===== src/rtl/sync_array_wr_arb.sv =====
// Round-robin write arbiter for a shared register array that feeds a slow-domain synchronizer.
// Build option SYNC_ARB_PRIO0_EN gives requester 0 fixed absolute priority.
module sync_array_wr_arb #(
    parameter int REQ_N    = 3,
    parameter int ARRAY_W  = 9,
    parameter int DATA_W   = 12,
    parameter int HOLD_CYC = 8,
    parameter int AW       = $clog2(ARRAY_W)
) (
    input  logic                             clk_i,
    input  logic                             rst_n_i,
    input  logic [REQ_N-1:0]                 req_i,
    input  logic [REQ_N-1:0][AW-1:0]         addr_i,
    input  logic [REQ_N-1:0][DATA_W-1:0]     data_i,
    output logic [REQ_N-1:0]                 gnt_o,
    output logic [ARRAY_W-1:0][DATA_W-1:0]   array_o,
    output logic                             busy_o,
    output logic                             err_o
);
    localparam int PW = $clog2(REQ_N);
    localparam int CW = $clog2(HOLD_CYC + 1);

    typedef enum logic {IDLE, HOLD} state_t;

    state_t           state_q;
    logic [PW-1:0]    ptr_q;
    logic [CW-1:0]    cnt_q;

    logic [REQ_N-1:0] req_eff;
    logic             found;
    logic [PW-1:0]    win;
    logic [PW-1:0]    idx;
    logic             upd_ptr;
    logic             addr_bad;

    // Handshake: req_i is a level held with its addr/data until the one-cycle
    // gnt_o pulse; the requester drops it one cycle after seeing gnt_o.  After
    // an error grant the arbiter stays in IDLE, so the still-raised bit is masked.
    always_comb begin
        req_eff = req_i & ~(err_o ? gnt_o : '0);
        found   = 1'b0;
        win     = '0;
        idx     = '0;
        upd_ptr = 1'b1;
`ifdef SYNC_ARB_PRIO0_EN
        if (req_eff[0]) begin
            found   = 1'b1;
            upd_ptr = 1'b0;
        end else begin
            for (int i = 1; i <= REQ_N; i++) begin
                idx = PW'((int'(ptr_q) + i) % REQ_N);
                if (!found && idx != '0 && req_eff[idx]) begin
                    found = 1'b1;
                    win   = idx;
                end
            end
        end
`else
        for (int i = 1; i <= REQ_N; i++) begin
            idx = PW'((int'(ptr_q) + i) % REQ_N);
            if (!found && req_eff[idx]) begin
                found = 1'b1;
                win   = idx;
            end
        end
`endif
        addr_bad = (int'(addr_i[win]) >= ARRAY_W);
    end

    always_ff @(posedge clk_i or negedge rst_n_i) begin
        if (!rst_n_i) begin
            state_q <= IDLE;
            ptr_q   <= PW'(REQ_N - 1);
            cnt_q   <= '0;
            gnt_o   <= '0;
            err_o   <= 1'b0;
            busy_o  <= 1'b0;
            array_o <= '0;
        end else begin
            gnt_o <= '0;
            err_o <= 1'b0;
            case (state_q)
                IDLE: begin
                    if (found) begin
                        gnt_o[win] <= 1'b1;
                        if (upd_ptr) ptr_q <= win;
                        if (addr_bad) begin
                            err_o <= 1'b1;
                        end else begin
                            array_o[addr_i[win]] <= data_i[win];
                            state_q <= HOLD;
                            cnt_q   <= CW'(HOLD_CYC - 1);
                            busy_o  <= 1'b1;
                        end
                    end
                end
                HOLD: begin
                    // busy_o covers the grant cycle plus HOLD_CYC-1 more
                    if (cnt_q == '0) begin
                        state_q <= IDLE;
                        busy_o  <= 1'b0;
                    end else begin
                        cnt_q <= cnt_q - 1'b1;
                    end
                end
                default: state_q <= IDLE;
            endcase
        end
    end
endmodule


===== config.mk =====
export PLATFORM = sky130hd
export DESIGN_NAME = sync_array_wr_arb
export DESIGN_NICKNAME = d
export VERILOG_FILES = /design/src/rtl/sync_array_wr_arb.sv
export SDC_FILE = /design/constraint.sdc
export NUM_CORES = 1
export LEC_CHECK = 0
export CAP_MARGIN = 20
export CORE_UTILIZATION = 48
export CTS_BUF_LIST = sky130_fd_sc_hd__clkbuf_8
export DETAILED_ROUTE_END_ITERATION = 16
export PLACE_DENSITY = 0.8
export SETUP_SLACK_MARGIN = 0.4
export SLEW_MARGIN = 0
export SYNTH_ARGS = -nofsm -noshare
export SYNTH_HDL_FRONTEND = slang
export SYNTH_SLANG_ARGS = --single-unit

===== constraint.sdc =====
create_clock -name clk_i -period 5.4 [get_ports clk_i]
set_clock_uncertainty 0.15 [all_clocks]
set_input_delay 1.08 -clock clk_i [delete_from_list [all_inputs] [get_ports clk_i]]
set_output_delay 1.08 -clock clk_i [all_outputs]
set_load 0.05 [all_outputs]

* After elaboration in Yosys (flattened, before gate mapping) *
Cells that the tools add are included.

storage, ports and cells
  register bits after elaboration = 120
  bits in latches = 0
  RAM bits = 0
  memory bits (read-only) = 0
  input port bits = 53
  output and inout port bits = 113
  memories = 0

operators by class
  $add $sub $neg = 4
  multiply operators = 0
  divide/modulo/power cells = 3
  $lt $le $gt $ge = 8
  eq/ne operators = 4
  shift-type cells = 0
  multiplexer cells = 39
  bitwise gates (word level) = 4
  reduce and logical (&&, ||, !) cells = 11

operators with widths
  operator                                                                             number
  108-bit bitwise mux                                                                  1
  32-bit by 3-bit remainder unit with 32-bit output, second input constant             3
  12-bit demux with 4-bit select                                                       1
  12-bit binary-select mux with 2-bit select                                           1
  12-bit 2-to-1 mux                                                                    2
  1-bit 2-to-1 mux                                                                     16
  4-bit 2-to-1 mux                                                                     4
  2-bit by 3-bit < comparator with 1-bit output, second input constant                 4
  3-bit 2-to-1 mux                                                                     3
  3-bit AND reduction                                                                  3
  4-bit binary-select mux with 2-bit select                                            1
  4-bit one-hot mux with 2 select lines                                                1
  2-bit by 2-bit adder with 3-bit output, second input constant                        2
  1-bit binary-select mux with 2-bit select                                            3
  2-bit 2-to-1 mux                                                                     3
  2-bit != test, second input constant                                                 3
  4-bit by 5-bit < comparator with 1-bit output, second input constant                 1
  4-bit by 1-bit greater-or-equal comparator with 1-bit output, second input constant  1
  4-bit greater-or-equal comparator, second input constant                             1
  1-bit logical AND                                                                    4
  4-bit zero test                                                                      1
  1-bit one-hot mux with 2 select lines                                                2
  4-bit by 1-bit subtractor with 4-bit output, second input constant                   1
  2-bit by 1-bit adder with 3-bit output, second input constant                        1
  other kinds (8)                                                                      10

* Logic depth before layout (Yosys ltp) *
  depth in word-level cells = 19
  gate-level depth with buffers = 15

* Least setup slack after synthesis *
OpenSTA, ideal clock, no wires.

  path type = input -> register
  from = input port req_i[2]
  to = register array_o[49] in the netlist's numbering
  library setup time = 0.125 ns
  arrival time = 3.965 ns
  data required time = 5.125 ns
  path slack = 1.160 ns
  stages = 12
  path through = a21boi_4 -> o211ai_1 -> and3_1 -> or4_1 -> clkbuf_2 -> a21o_1 -> buf_6 -> a211o_1 -> a211o_1 -> nor3_1 -> buf_2 -> mux2_2

between the ends
  longest elaborated chain between the ends = 17
  elaborated cells on any way between the ends = 30
  classes of those cells = order compare (3); mux (19); bitwise (2); reduce/logical (6)

RTL lines
  item                                                                                                                                                        line    source
  start, declared                                                                                                                                             12      input logic [REQ_N-1:0] req_i,
  3-bit bitwise AND (*)                                                                                                                                       40      req_eff = req_i & ~(err_o ? gnt_o : '0);
  1-bit binary-select mux with 2-bit select                                                                                                                   61      if (!found && req_eff[idx]) begin
  1-bit 2-to-1 mux (not written as such)                                                                                                                      61
  1-bit 2-to-1 mux                                                                                                                                            61
  1-bit zero test                                                                                                                                             61
  1-bit logical AND                                                                                                                                           61
  1-bit 2-to-1 mux                                                                                                                                            61
  1-bit zero test                                                                                                                                             61
  1-bit logical AND                                                                                                                                           61
  2-bit 2-to-1 mux                                                                                                                                            61
  4-bit binary-select mux with 2-bit select                                                                                                                   67, 90
  4-bit 2-to-1 mux (not written as such)                                                                                                                      67, 90
  4-bit by 5-bit < comparator with 1-bit output (not written as such) / 4-bit by 1-bit greater-or-equal comparator with 1-bit output (equally long branches)  90      array_o[addr_i[win]] <= data_i[win];
  1-bit logical AND (not written as such)                                                                                                                     90
  12-bit 2-to-1 mux (not written as such)                                                                                                                     90
  12-bit demux with 4-bit select                                                                                                                              90
  108-bit bitwise mux                                                                                                                                         90
  end signal, assigned by index                                                                                                                               90
  end, declared                                                                                                                                               16      output logic [ARRAY_W-1:0][DATA_W-1:0] array_o,

Every way passes the cells marked *; elsewhere a longest branch is shown, timed or not. The select of a mux whose other input is x is not followed.
A chain may end at the register's enable or synchronous reset.

* Final worst setup path *
  from = input port req_i[0]
  to = register array_o[30] in the netlist's numbering

Same word-level chain as after synthesis.

==> results.md <==
Outcome:
- The flow ran to the end, and the final reports show no timing, DRC or antenna violations.

Detailed routing:
- The remaining number of nets flagged by the antenna check after routing is 0.
- For this run, the detailed router's first-pass iteration total came to 6.
- The post-detailed-routing wire length is 13900 µm.
- The remaining routing DRC violations is 0.
- The wire length per cell after detailed routing is 19.1 µm.
- The DRC marker count from the first detailed-route iteration is 152.
- The count of vias placed by the detailed router is 3945.
- Dividing the detail-routed via count by the number of cells gives 5.40.

Setup path:
- The worst setup path is of the in2reg kind.
- The largest stage delay on the critical path is 650 ps.
- STA classifies the critical path startpoint as an input port.
- The critical path goes through clkdlybuf4s50_1 > a21boi_1 > nand2_1 > and3_1 > or4_1 > a2111oi_0 > and3b_1 > o21ai_1 > nand2b_1 > mux2_2.
- The data arrival at the endpoint of the critical path is 4690 ps.
- The worst setup path is captured at a flip-flop.
- The required time of the critical path is 5560 ps.
- The library cell contributing the largest single delay on the critical path is sky130_fd_sc_hd__or4_1.
- Of all nets on the critical path, the largest fanout is 12.

Clocking:
- Post-CTS repair changed the size of 0 cells.
- TritonCTS built the clock tree.
- Clock tree synthesis inserted a total of 17 buffers.
- In this run, post-CTS hold repair placed 0 buffers.
- The clock transition at the registers of the reported paths is 70 ps.
- In this run the clock root is driven by a sky130_fd_sc_hd__clkbuf_8.
- The clock tree synthesis step divided the H-tree into 4 levels.
- The worst-case clock buffer depth is 2.
- The later pin in the worst-skew pair is clocked with a latency of 430 ps.
- Clock tree synthesis found a total of 120 sinks.
- Buffers added to address setup during post-CTS repair amount to 0.

GRT:
- The via count of the first global-routing pass is 4215.
- The initial antenna violation count was 0.
- The total overflow left after global routing is 0.
- The first global-routing pass estimated 22100 µm of wire.
- The maximum number of pins on one net before global-route repair is 83.
- The overall fraction of global-route tracks in use is 26.0%.

STA:
- For the pin with the worst max-slew slack, the measured transition is 816 ps.
- The headroom to the max-slew limit is 45.3%.
- The final number of hold-violating endpoints is 0.
- The final number of setup-violating endpoints is 0.
- The count of pins over their slew limit came to 0.
- Setup repair after global routing left no endpoint under its margin.
- The post-route fraction of the period consumed by the critical path is 84.0%.
- The time the worst path needs with I/O delays and setup is 4530 ps.
- Setup total negative slack on the finished layout was measured at 0 ps.
- The maximum achievable frequency is 221 MHz.

Logic synthesis:
- The fraction of registers with async set/reset is 100%.
- The synthesized netlist contains 54 unique library cells.
- The share of the yosys chip area belonging to registers is 56.1%.
- The synthesis warning total is 0.
- The netlist area before placement is 5360 µm².
- The cell taking the most area after synthesis is sky130_fd_sc_hd__dfrtp_1.
- The synthesized net count is 457.
- The flop and latch count out of synthesis is 120.
- After technology mapping, the gate count stands at 400.
- The area share of the leading cell type in the synthesized netlist is 55.6%.
- The synthesized area per cell is 13.4 µm².
- Sorting the synthesized cells by area gives the leading types as sky130_fd_sc_hd__dfrtp_1 (56%), sky130_fd_sc_hd__mux2_2 (21%), sky130_fd_sc_hd__mux2i_1 (3.0%).
- Yosys mapped a number of flops with a built-in enable equal to 0.
- The main flop type after synthesis is sky130_fd_sc_hd__dfrtp_1.

Finish:
- The area added between synthesis and finish is 41.1%.
- In the layout the commonest cells are sky130_fd_sc_hd__clkdlybuf4s50_1 (164), sky130_fd_sc_hd__dfrtp_1 (119), sky130_fd_sc_hd__mux2_2 (99).
- The share of post-route cells with drive strength above 1 is 26.9%.
- The number of nets in the layout is 635.
- The leading cell type in the layout, fill and taps excluded is sky130_fd_sc_hd__clkdlybuf4s50_1.
- The antenna diode count is 0.

Placement:
- The count of input and output buffers is 165.
- Summed over all nets, the half-perimeter wirelength after detailed placement is 10000 µm.
- Routability-driven placement finished with a final weighted congestion of 0.934.

Floorplanning:
- The die covers 11600 µm².
- The region available for standard cell placement spans 10800 µm².
- The die is 108 µm tall.
- The effective utilization at floorplan is 49.4%.
- The initialized floorplan defines 38 standard-cell rows.
- The horizontal die dimension is 108 µm.
- The number of top-level pins is 166.

Worst hold path:
- The min-delay analysis places its worst path in the category in2async.

Run:
- Max-cap violations in this run came to 0.
==> metal layers <==
layer / share of wire [%] / global-route usage [%] / wire (µm) / vias up
met3: 9.7 / 11.9 / 1360 / 15
met2: 49 / 43.0 / 6840 / 158
met4: 1.4 / 7.93 / 195 / 0
met1: 40 / 30.1 / 5560 / 1974
met5: 0 / 0 / 0 / -
li1: - / - / - / 1798
==> per-stage QoR <==
step	setup slack (ps)	utilization (%)	cell area, µm²	hold slack [ps]	cells
floorplan	1160	-	5360	297	400
global placement	569	66.3	7190	322	698
detailed placement	476	66.3	7190	334	698
CTS	915	69.5	7530	347	730
global route	592	69.7	7560	293	731
finish	866	69.7	7560	321	731
==> state kept, by name (all words and copies together), names as in the netlist <==
signal and flops:
ptr_q 2, array_o 108, state_q 1, cnt_q 4
gnt_o 3, busy_o 1, err_o 1
==> cell families (layout without fill, tap and decap cells) <==
group	Yosys count	after routing	share of synthesized area (%)
AO/OA/AOI/OAI	59	59	7.80
flip-flops	120	120	56.1
AND/OR/NAND/NOR	61	61	5.70
XOR/XNOR	1	1	0.164
adder cells (fa/ha/maj)	4	4	0.934
buffers and inverters	30	221	2.73
multiplexers	125	125	26.6
==> critical path, delay by kind of cell <==
kind,cells,cell delay (ps)
muxes,1,400
AOI/OAI and AO/OA,3,900
and+or+nand+nor,5,1820
buffers and inverters,1,470
==> cells in the mapped netlist, types with 4 or more instances <==
cell,count
sky130_fd_sc_hd__nand2_1,26
sky130_fd_sc_hd__mux2i_1,16
sky130_fd_sc_hd__a21oi_1,5
sky130_fd_sc_hd__nor3_1,4
sky130_fd_sc_hd__dfrtp_1,119
sky130_fd_sc_hd__clkbuf_1,7
sky130_fd_sc_hd__inv_1,10
sky130_fd_sc_hd__mux2_2,99
sky130_fd_sc_hd__ha_1,4
sky130_fd_sc_hd__a211oi_1,5
sky130_fd_sc_hd__mux2_4,10
sky130_fd_sc_hd__o21ai_1,14
sky130_fd_sc_hd__o21ai_0,4
sky130_fd_sc_hd__buf_2,8
sky130_fd_sc_hd__nor2_1,10
==> cell type report <==
class | instances | area [µm²]
Tap cell | 140 | 175
Clock inverter | 13 | 80.1
Fill cell | 776 | 3280
Inverter | 10 | 37.5
Timing Repair Buffer | 179 | 1770
Multi-Input combinational cell | 250 | 2220
Clock buffer | 19 | 262
Sequential cell | 120 | 3000
==> path summary, 6_finish.rpt <==
path                       cells past startpoint           to      from  slack (ps)
max                                           10  array_o[30]  req_i[0]         870
min                                            1  array_o[76]   rst_n_i         320
max in group asynchronous                      3  array_o[26]   rst_n_i        3620
max reg2reg                                   10  array_o[30]  ptr_q[1]        1320
min reg2reg                                    1     cnt_q[0]  cnt_q[0]         340
min in group clk_i                             1     cnt_q[0]  cnt_q[0]         340
Power is left out: the tool's default activity adds up to more than one toggle a clock period on the data nets, which glitch-free logic cannot reach.
